## config.mk

```make
export PLATFORM = sky130hd
export DESIGN_NAME = iopmp_cfg_sequencer
export DESIGN_NICKNAME = d
export VERILOG_FILES = /design/src/rtl/iopmp_cfg_pkg.sv /design/src/rtl/iopmp_cmd_fifo.sv /design/src/rtl/iopmp_cfg_sequencer.sv
export SDC_FILE = /design/constraint.sdc
export NUM_CORES = 1
export LEC_CHECK = 0
export CORE_AREA = 2 2 232 188
export CTS_CLUSTER_DIAMETER = 40
export DETAILED_ROUTE_END_ITERATION = 12
export DIE_AREA = 0 0 234 190
export GPL_TIMING_DRIVEN = 0
export PLACE_DENSITY = 0.52
export SYNTH_ARGS = -nofsm -noshare
export SYNTH_HDL_FRONTEND = slang
export SYNTH_HIERARCHICAL = 1
export SYNTH_SLANG_ARGS = --single-unit
export TNS_END_PERCENT = 50
```

## constraint.sdc

```tcl
create_clock -name hclk -period 3.9 [get_ports hclk]
set_clock_uncertainty 0.1 [all_clocks]
set_input_delay 0.39 -clock hclk [delete_from_list [all_inputs] [get_ports hclk]]
set_output_delay 0.39 -clock hclk [all_outputs]
set_load 0.02 [all_outputs]
```

## src/rtl/iopmp_cfg_pkg.sv

```systemverilog
// rtl/iopmp_cfg_pkg.sv - shared encodings and command record for the IOPMP config sequencer
package iopmp_cfg_pkg;

  localparam logic [1:0] OP_SRCMD = 2'd0;
  localparam logic [1:0] OP_MDSEL = 2'd1;
  localparam logic [1:0] OP_ENTRY = 2'd2;
  localparam logic [1:0] OP_RSVD  = 2'd3;

  localparam logic [2:0] ST_IDLE     = 3'd0;
  localparam logic [2:0] ST_ADDR     = 3'd1;
  localparam logic [2:0] ST_DATA     = 3'd2;
  localparam logic [2:0] ST_CLR_ADDR = 3'd3;
  localparam logic [2:0] ST_CLR_DATA = 3'd4;

  localparam logic [1:0] HTRANS_IDLE   = 2'b00;
  localparam logic [1:0] HTRANS_NONSEQ = 2'b10;
  localparam logic [1:0] HRESP_ERROR   = 2'b01;

  typedef struct packed {
    logic [1:0]  op;
    logic [9:0]  idx;
    logic        ms32;
    logic [31:0] wdata;
  } cmd_t;

  // Reserved opcodes and out-of-range entry indices are dropped without a bus cycle.
  function automatic logic cmd_illegal(input cmd_t c, input logic [31:0] entry_num);
    return (c.op == OP_RSVD) || ((c.op == OP_ENTRY) && ({22'd0, c.idx} >= entry_num));
  endfunction

endpackage

```

## src/rtl/iopmp_cmd_fifo.sv

```systemverilog
// rtl/iopmp_cmd_fifo.sv - small synchronous command FIFO with show-ahead read
module iopmp_cmd_fifo #(
  parameter int WIDTH = 45,
  parameter int DEPTH = 4
) (
  input  logic             hclk,
  input  logic             hrst_b,
  input  logic             push,
  input  logic             pop,
  input  logic [WIDTH-1:0] din,
  output logic [WIDTH-1:0] dout,
  output logic             full,
  output logic             empty
);

  localparam int AW = $clog2(DEPTH);

  logic [WIDTH-1:0] mem_q [DEPTH];
  logic [AW:0]      wptr_q;
  logic [AW:0]      rptr_q;

  assign empty = (wptr_q == rptr_q);
  assign full  = (wptr_q[AW] != rptr_q[AW]) && (wptr_q[AW-1:0] == rptr_q[AW-1:0]);
  assign dout  = mem_q[rptr_q[AW-1:0]];

  // Pointer update; reset discards any queued commands.
  always_ff @(posedge hclk or negedge hrst_b) begin
    if (!hrst_b) begin
      wptr_q <= '0;
      rptr_q <= '0;
    end else begin
      if (push && !full) wptr_q <= wptr_q + {{AW{1'b0}}, 1'b1};
      if (pop && !empty) rptr_q <= rptr_q + {{AW{1'b0}}, 1'b1};
    end
  end

  // Storage write; contents are qualified by the pointers so no reset is needed.
  always_ff @(posedge hclk) begin
    if (push && !full) mem_q[wptr_q[AW-1:0]] <= din;
  end

endmodule

```

## src/rtl/iopmp_cfg_sequencer.sv

```systemverilog
// rtl/iopmp_cfg_sequencer.sv - AHB-Lite master programming the IOPMP config slave
module iopmp_cfg_sequencer
  import iopmp_cfg_pkg::*;
#(
  parameter logic [31:0] SRCID_ADDR    = 32'h4002_0000,
  parameter logic [31:0] SRCMD_ADDR    = 32'h4002_0004,
  parameter logic [31:0] MDSEL_ADDR    = 32'h4002_0008,
  parameter logic [31:0] INTR_CLR_ADDR = 32'h4002_000C,
  parameter logic [31:0] ENTRY_BASE    = 32'h4002_03A0,
  parameter int          ENTRY_NUM     = 532,
  parameter int          FIFO_DEPTH    = 4
) (
  input  logic        hclk,
  input  logic        hrst_b,
  input  logic        cmd_valid,
  output logic        cmd_ready,
  input  logic [1:0]  cmd_op,
  input  logic [9:0]  cmd_idx,
  input  logic        cmd_ms32,
  input  logic [31:0] cmd_wdata,
  output logic [31:0] haddr,
  output logic [1:0]  htrans,
  output logic        hwrite,
  output logic        hsel,
  output logic [2:0]  hsize,
  output logic [3:0]  hprot,
  output logic [31:0] hwdata,
  input  logic        hready,
  input  logic [1:0]  hresp,
  input  logic        intr,
  input  logic        err_clr,
  output logic        busy,
  output logic        err,
  output logic [7:0]  viol_cnt
);

  cmd_t       fifo_din, fifo_dout, cmd_q, cmd_d;
  logic       fifo_full, fifo_empty, fifo_pop;
  logic [2:0] state_q, state_d;
  logic       beat_q, beat_d;
  logic       err_q, err_d;
  logic       intr_q, intr_pend_q, intr_pend_d;
  logic [7:0] viol_cnt_q, viol_cnt_d;
  logic       set_err, clr_done, dispatch, intr_rise;

  assign fifo_din  = {cmd_op, cmd_idx, cmd_ms32, cmd_wdata};
  assign cmd_ready = !fifo_full;
  assign intr_rise = intr && !intr_q;

  iopmp_cmd_fifo #(
    .WIDTH($bits(cmd_t)),
    .DEPTH(FIFO_DEPTH)
  ) u_fifo (
    .hclk  (hclk),
    .hrst_b(hrst_b),
    .push  (cmd_valid && !fifo_full),
    .pop   (fifo_pop),
    .din   (fifo_din),
    .dout  (fifo_dout),
    .full  (fifo_full),
    .empty (fifo_empty)
  );

  // Transfer sequencing: interrupt clear first, otherwise pop and issue the next command.
  always_comb begin
    state_d  = state_q;
    beat_d   = beat_q;
    cmd_d    = cmd_q;
    fifo_pop = 1'b0;
    set_err  = 1'b0;
    clr_done = 1'b0;
    dispatch = 1'b0;
    case (state_q)
      ST_IDLE: begin
        if (intr_pend_q) state_d = ST_CLR_ADDR;
        else             dispatch = 1'b1;
      end
      ST_ADDR: if (hready) state_d = ST_DATA;
      ST_DATA: begin
        if (hready) begin
          if (hresp == HRESP_ERROR) begin
            set_err = 1'b1;
            state_d = ST_IDLE;
          end else if ((cmd_q.op == OP_SRCMD) && !beat_q) begin
            beat_d  = 1'b1;
            state_d = ST_ADDR;
          end else begin
            state_d  = ST_IDLE;
            dispatch = !intr_pend_q;
          end
        end
      end
      ST_CLR_ADDR: if (hready) state_d = ST_CLR_DATA;
      ST_CLR_DATA: begin
        if (hready) begin
          clr_done = 1'b1;
          state_d  = ST_IDLE;
          if (hresp == HRESP_ERROR) set_err = 1'b1;
        end
      end
      default: state_d = ST_IDLE;
    endcase
    if (dispatch && !fifo_empty) begin
      fifo_pop = 1'b1;
      if (cmd_illegal(fifo_dout, 32'(ENTRY_NUM))) begin
        set_err = 1'b1;
      end else begin
        cmd_d   = fifo_dout;
        beat_d  = 1'b0;
        state_d = ST_ADDR;
      end
    end
  end

  // Interrupt bookkeeping and sticky error; a set always beats a clear.
  always_comb begin
    intr_pend_d = intr_pend_q;
    if ((state_q == ST_IDLE) && (state_d == ST_CLR_ADDR)) intr_pend_d = 1'b0;
    if (intr_rise || (clr_done && intr)) intr_pend_d = 1'b1;
    viol_cnt_d = viol_cnt_q;
    if (intr_rise && (viol_cnt_q != 8'hFF)) viol_cnt_d = viol_cnt_q + 8'd1;
    err_d = err_q;
    if (err_clr) err_d = 1'b0;
    if (set_err) err_d = 1'b1;
  end

  // State registers.
  always_ff @(posedge hclk or negedge hrst_b) begin
    if (!hrst_b) begin
      state_q     <= ST_IDLE;
      beat_q      <= 1'b0;
      cmd_q       <= '0;
      err_q       <= 1'b0;
      intr_q      <= 1'b0;
      intr_pend_q <= 1'b0;
      viol_cnt_q  <= 8'd0;
    end else begin
      state_q     <= state_d;
      beat_q      <= beat_d;
      cmd_q       <= cmd_d;
      err_q       <= err_d;
      intr_q      <= intr;
      intr_pend_q <= intr_pend_d;
      viol_cnt_q  <= viol_cnt_d;
    end
  end

  // Bus outputs decoded from the current state and latched command.
  always_comb begin
    htrans = HTRANS_IDLE;
    haddr  = 32'd0;
    hwdata = 32'd0;
    case (state_q)
      ST_ADDR: begin
        htrans = HTRANS_NONSEQ;
        case (cmd_q.op)
          OP_SRCMD: haddr = beat_q ? SRCMD_ADDR : SRCID_ADDR;
          OP_MDSEL: haddr = MDSEL_ADDR;
          default:  haddr = ENTRY_BASE + {20'd0, cmd_q.idx, 2'b00};
        endcase
      end
      ST_DATA: begin
        if ((cmd_q.op == OP_SRCMD) && !beat_q) hwdata = {cmd_q.ms32, 21'd0, cmd_q.idx};
        else                                   hwdata = cmd_q.wdata;
      end
      ST_CLR_ADDR: begin
        htrans = HTRANS_NONSEQ;
        haddr  = INTR_CLR_ADDR;
      end
      default: ;
    endcase
  end

  assign hwrite   = (htrans == HTRANS_NONSEQ);
  assign hsel     = htrans[1];
  assign hsize    = 3'b010;
  assign hprot    = 4'b0011;
  assign busy     = (state_q != ST_IDLE) || !fifo_empty;
  assign err      = err_q;
  assign viol_cnt = viol_cnt_q;

endmodule

```

# Word level (Yosys, flattened, before mapping)
# Memories as Yosys holds them, arrays and structs flattened.
# Index checks and enable logic that the tools add are counted.
[op_classes]
n_addsub = 4
magnitude_cmp = 1
n_eq_ne = 14
muxes = 41
bitwise = 1
n_reduce_logical = 27
[ops]
columns = ["cell", "count"]
rows = [
  ["one-hot mux 32 bit (2 select lines)", 2],
  ["2-to-1 mux 32 bit", 2],
  ["adder 31 x 12 -> 32 bit, first input constant", 1],
  ["2-to-1 mux 1 bit", 26],
  ["2-to-1 mux 3 bit", 8],
  ["one-hot mux 3 bit (5 select lines)", 1],
  ["logical AND 1 bit", 11],
  [">= comparator 10 bit, second input constant", 1],
  ["== test 3 x 2 -> 1 bit, second input constant", 3],
  ["adder 8 x 1 -> 8 bit, second input constant", 1],
  ["!= test 8 bit, second input constant", 1],
  ["adder 3 x 1 -> 3 bit, second input constant", 2],
  ["== test 2 bit, second input constant", 3],
  ["logical NOT 1 bit", 5],
  ["== test 2 x 1 -> 1 bit, second input constant", 2],
  ["nonzero test 2 bit", 2],
  ["OR reduction 2 bit", 2],
  ["== test 3 x 1 -> 1 bit, second input constant", 1],
  ["== test 3 bit", 1],
  ["== test 3 bit, second input constant", 1],
  ["logical NOT 3 bit", 1],
  ["logical OR 1 bit", 3],
  ["nonzero test 3 bit", 1],
  ["== test 2 bit", 1],
  ["6 further kinds", 6],
]
[totals]
regBits = 66
ramBits = 180
inputBits = 53
output_inout_bits = 86
wordCells = 101
mem_count = 1
[mem_list]
columns = ["memory", "depth", "width", "read_ports", "rd_ports_with_merged_regs", "wr", "line", "text"]
rows = [
  ["u_fifo.mem_q", 4, 45, 1, 0, 1, "iopmp_cmd_fifo.sv:18", "logic [WIDTH-1:0] mem_q [DEPTH];"],
]

# Depth between registers and ports, before layout
# Gate-level depths: netlist (run 1).
[depth]
depth_word = 12
mapped_depth = 10
ltp_nobuf = 8

# By module
# The synthesis (run 1) kept the hierarchy.
[by_module_without_submodules]
columns = ["module", "n_inst", "cells_per_inst", "area_per_inst_um2", "seq_area_each_um2"]
rows = [
  ["iopmp_cmd_fifo", 1, 284, 6996.7, 5555.3],
  ["iopmp_cfg_sequencer", 1, 306, 3418.3, 1501.4],
]

# Least setup slack after synthesis (run 1)
# Ideal clock, no wire load.
[synth_path]
path_type = "register to register"
start = "register u_fifo.wptr_q[0]"
end = "memory u_fifo.mem_q[0][0], enable pin"
setup_ns = 0.407
arrival_ns = 2.361
required_time_ns = 3.393
setup_slack_ns = 1.032
path_stages_with_launch = 6
n_path_buf = 0
period_less_slack_ns = 2.868
cell_sequence = "dfrtp_1 xnor2_2 nand3_1 inv_1 nor2b_1 and3_1"
[synth_between]
elab_chain_cells = 7
[synth_rtl]
columns = ["item", "line", "text"]
rows = [
  ["start: declaration", "iopmp_cmd_fifo.sv:19", "logic [AW:0] wptr_q;"],
  ["start signal: assignment", "iopmp_cmd_fifo.sv:32", "if (push && !full) wptr_q <= wptr_q + {{AW{1'b0}}, 1'b1};"],
  ["== test 2 bit (*)", "iopmp_cmd_fifo.sv:23", "assign full = (wptr_q[AW] != rptr_q[AW]) && (wptr_q[AW-1:0] == rptr_q[AW-1:0]);"],
  ["logical AND 1 bit (*)", "iopmp_cmd_fifo.sv:23", ""],
  ["via fifo_full", "iopmp_cfg_sequencer.sv:38", "logic fifo_full, fifo_empty, fifo_pop;"],
  ["logical NOT 1 bit (*)", "iopmp_cmd_fifo.sv:39, iopmp_cfg_sequencer.sv:56", ""],
  ["logical AND 1 bit", "iopmp_cfg_sequencer.sv:56", ".push (cmd_valid && !fifo_full),"],
  ["logical AND 1 bit (*)", "iopmp_cmd_fifo.sv:39", "if (push && !full) mem_q[wptr_q[AW-1:0]] <= din;"],
  ["2-to-1 mux 1 bit (*)", "iopmp_cmd_fifo.sv:39", ""],
  ["2-to-1 mux 1 bit (not written as such) (*)", "iopmp_cmd_fifo.sv:39", ""],
  ["end: declaration", "iopmp_cmd_fifo.sv:18", ""],
]
# The timed path passes the listed nets; every way through them passes the cells marked *.

# Worst setup path after layout (run 1)
[layout_path]
start = "register cmd_q[44] in the netlist's numbering"
end = "output hwdata[0]"
[layout_between]
elab_chain_cells = 4
[layout_rtl]
columns = ["item", "line", "text"]
rows = [
  ["start: declaration", "iopmp_cfg_sequencer.sv:37", "cmd_t fifo_din, fifo_dout, cmd_q, cmd_d;"],
  ["start signal: assignment", "iopmp_cfg_sequencer.sv:140", "cmd_q <= cmd_d;"],
  ["logical NOT 2 bit", "iopmp_cfg_sequencer.sv:163", "if ((cmd_q.op == OP_SRCMD) && !beat_q) hwdata = {cmd_q.ms32, 21'd0, cmd_q.idx};"],
  ["logical AND 1 bit", "iopmp_cfg_sequencer.sv:163", ""],
  ["2-to-1 mux 32 bit", "iopmp_cfg_sequencer.sv:163", ""],
  ["2-to-1 mux 32 bit", "iopmp_cfg_sequencer.sv:153", "case (state_q)"],
  ["end: declaration", "iopmp_cfg_sequencer.sv:27", "output logic [31:0] hwdata,"],
]
# Every way passes these cells.

==> metrics.cfg, run 1 <==
[critical_path]
cp.arrival_ns = 3.20
start_kind = flip-flop
critPathCaptureType = output pin
critPathKind = flip-flop to output pin
critPathMaxFanout = 10
worstPathRequired_ns = 3.41

[timing]
fmax_mhz = 271
fin_crit_ns = 3.69
timing.slew.headroom = 0.396
maxSlewViolCount = 0
hold_viol_final = 0
tightest_slew_ns = 0.907
setup_viol = 0
hold_ws_ns = 0.291
rsz0062_at_grt = false
period_share = 0.947
timing.final.ws_setup_ns = 0.205
tns_ns = 0

[grt]
antenna_found_initial = 1
grt_max_degree = 41
track_usage = 0.114
grt_pass1_vias = 5957
grt_pass1_wl_um = 37300
grt-ovfl-total = 0

[synth]
ys_ff_latch = 246
synth_top_family_by_area = multiplexers
synth_cell_types = 53
ys_seq_area_frac = 0.678
synth_compound_area_frac = 0.0304
synthTopCellsByArea = edfxtp_1 (52%), dfrtp_1 (16%), mux4_2 (9.7%)
syn-mean-instance-area_um2 = 17.7
yosys.cell_count.top_type = edfxtp_1
yosys.area.top_type = edfxtp_1
synthAdderAreaFrac = 0.00841
synth_ff_type = edfxtp_1
async_reset_ff_frac = 0.268
synth-edff-count = 180
synthTopCellsByCount = edfxtp_1 (180), dfrtp_1 (66), mux4_2 (45), mux2_4 (39), nand2_1 (33)
synth_xor_area_frac = 0.0201
synth_top_cell_area_share = 0.519
yosysWarnings = 6
synth_area_mm2 = 0.0104
syn_inst = 590
synth_mux_area_frac = 0.161
synth-simple-area-share = 0.0531

[final_layout]
nFillCells = 4110
fin_util = 0.322
area_growth_syn_to_layout_pct = 31.4
drive_gt1_frac = 0.277
regArea_mm2 = 0.00706
nNetsFinal = 831
multiInputGateArea_mm2 = 0.00295

[routing]
first_pass_iters = 4
drc = 0
post_drt_wl_per_cell_um = 18.3
via_per_inst = 4.13
final_antenna_net_count = 0
finalWirelength_um = 24900
drtIter0Drc = 288
vias = 5617

[place]
pre_cts_ws_ns = 0.586
place.gp.congestion = 0.822
dp_hpwl_um = 17000
port_buffers = 111

[outcome]
status = completed

[cts]
tritoncts = yes
cts-resized-gates = 0
path_clk_slew_ns = 0.06
cts-root-buf = clkbuf_16
cts_buffers = 36
clockBufferDepth = 3
clock_latency_ns = 0.51
cts.sinks = 246
cts.htree.levels = 2

[flow_run]
maxCapViolCount = 0

[die]
num_io_pins = 139
initial_core_util = 0.245
die_w_um = 234
die_area_mm2 = 0.0445
rows = 68
die_h_um = 190
core_area_mm2 = 0.0425

[power_and_ir_drop]
fin_total_pwr_mw = 11.3
p_leak_nw = 5.12
vdd_ir_drop_max_mv = 0.368
power_density_mw_per_mm2 = 823

[hold_path]
hold_path.class = primary input to async pin

==> metrics by stage <==
step	cell area, um2	std cells
finish	13700	1359
global route	13700	1358
CTS	13700	1358
detailed placement	12500	1292
global placement	12300	1286
floorplan	10500	615
==> state kept, by name, summed over array words and instances (netlist names), 3 cells and up <==
register / count
cmd_q: 45
state_q: 3
viol_cnt: 8
u_fifo/mem_q: 180
u_fifo/rptr_q: 3
u_fifo/wptr_q: 3
==> timing repair <==
action / in CTS / in global routing
hold buffers: 1 / 0
endpoints found under the setup margin: 0 / 0
setup buffers: 0 / 0
endpoints found under the hold margin: 26 / 0
==> metal layers <==
layer / routed length [um] / part of all wire / GRT usage / vias up
li1: - / - / - / 2586
met1: 11400 / 0.46 / 0.158 / 2830
met2: 11300 / 0.45 / 0.176 / 162
met3: 1770 / 0.071 / 0.0337 / 39
met4: 417 / 0.017 / 0.0275 / 0
met5: 0 / 0 / 0 / -
==> cell type report <==
| class | instances | share of cell area |
|---|---|---|
| Clock buffer | 37 | 0.0661 |
| Multi-Input combinational cell | 296 | 0.215 |
| Timing Repair Buffer | 118 | 0.0921 |
| Sequential cell | 246 | 0.516 |
| Antenna cell | 1 | 0.000183 |
| Tap cell | 560 | 0.0512 |
| Buffer | 58 | 0.0326 |
| Inverter | 15 | 0.00448 |
| Clock inverter | 28 | 0.0224 |
==> worst max-delay path, stage by stage (launching register included) <==
cell             delay [ns]
dfrtp_1                0.31
buf_2                  0.17
or3_1                  0.12
clkbuf_1               0.43
clkbuf_1               0.48
nand2_1                0.12
a21oi_1                0.39
clkdlybuf4s50_1        0.69
==> layout by cell type (no fill, tap or decap), types with 9 or more instances in the layout <==
cell type | synthesis | routed
mux4_2 | 45 | 45
clkbuf_1 | 10 | 11
mux2_4 | 39 | 39
clkbuf_16 | 0 | 36
nand2_1 | 33 | 33
a21oi_1 | 22 | 22
conb_1 | 2 | 27
edfxtp_1 | 180 | 180
inv_1 | 14 | 14
buf_4 | 31 | 32
xnor2_1 | 9 | 9
dfrtp_1 | 66 | 66
nor2_1 | 13 | 13
and3_1 | 24 | 21
clkdlybuf4s50_1 | 0 | 110
==> power by group <==
group / switching (mW) / internal, mW
combinational: 2.09 / 1.97
sequential: 0.363 / 3.62
clock: 1.23 / 1.99
==> path summary, 6_finish.rpt <==
path | from | end | slack [ns] | depth (start not counted)
hold / removal | hrst_b | viol_cnt[7] | 0.29 | 2
min in group hclk | intr | intr_q | 0.29 | 1
setup / recovery | cmd_q[44] | hwdata[0] | 0.21 | 7
setup reg to reg | u_fifo/rptr_q[1] | cmd_q[27] | 0.56 | 10
hold reg to reg | viol_cnt[5] | viol_cnt[5] | 0.39 | 1
max in group asynchronous | hrst_b | cmd_q[28] | 2.84 | 3
==> logic make-up (layout without fill, tap and decap cells) <==
kind of cell	Yosys count	after routing
AOI/OAI and AO/OA	47	47
xor gates and xnor gates	20	20
adders and majority gates	7	7
buffers and inverters	73	256
DFF	246	246
muxes	91	91
other	2	28
and+or+nand+nor	104	104
No activity file was read; power rests on OpenSTA's default activity.
==> run 2: changes to the inputs <==
--- a/config.mk
+++ b/config.mk
@@ -12,4 +12,5 @@
 export GPL_TIMING_DRIVEN = 0
 export PLACE_DENSITY = 0.52
+export SETUP_SLACK_MARGIN = 0.05
 export SYNTH_ARGS = -nofsm -noshare
 export SYNTH_HDL_FRONTEND = slang
--- a/constraint.sdc
+++ b/constraint.sdc
@@ -3,3 +3,3 @@
 set_input_delay 0.39 -clock hclk [delete_from_list [all_inputs] [get_ports hclk]]
 set_output_delay 0.39 -clock hclk [all_outputs]
-set_load 0.02 [all_outputs]
+set_load 0.01 [all_outputs]
==> results of run 2 <==
Same layout as run 1 (identical final DEF). Status: completed.
Main changes from that run: setup slack after layout 0.205 ns -> 0.273 ns; total power 11.3 mW -> 11.1 mW; worst IR drop on VDD 0.368 mV -> 0.364 mV
==> run 3: changes to the inputs <==
- SKIP_CTS_REPAIR_TIMING: default -> 1
- SKIP_LAST_GASP: default -> 1
==> results of run 3 <==
Same layout as run 1 (identical final DEF). Status: completed.
Main changes from that run: via count of the first global-routing pass 5957 -> 5951; setup slack after layout 0.205 ns -> 0.273 ns; total power 11.3 mW -> 11.1 mW; worst IR drop on VDD 0.368 mV -> 0.364 mV
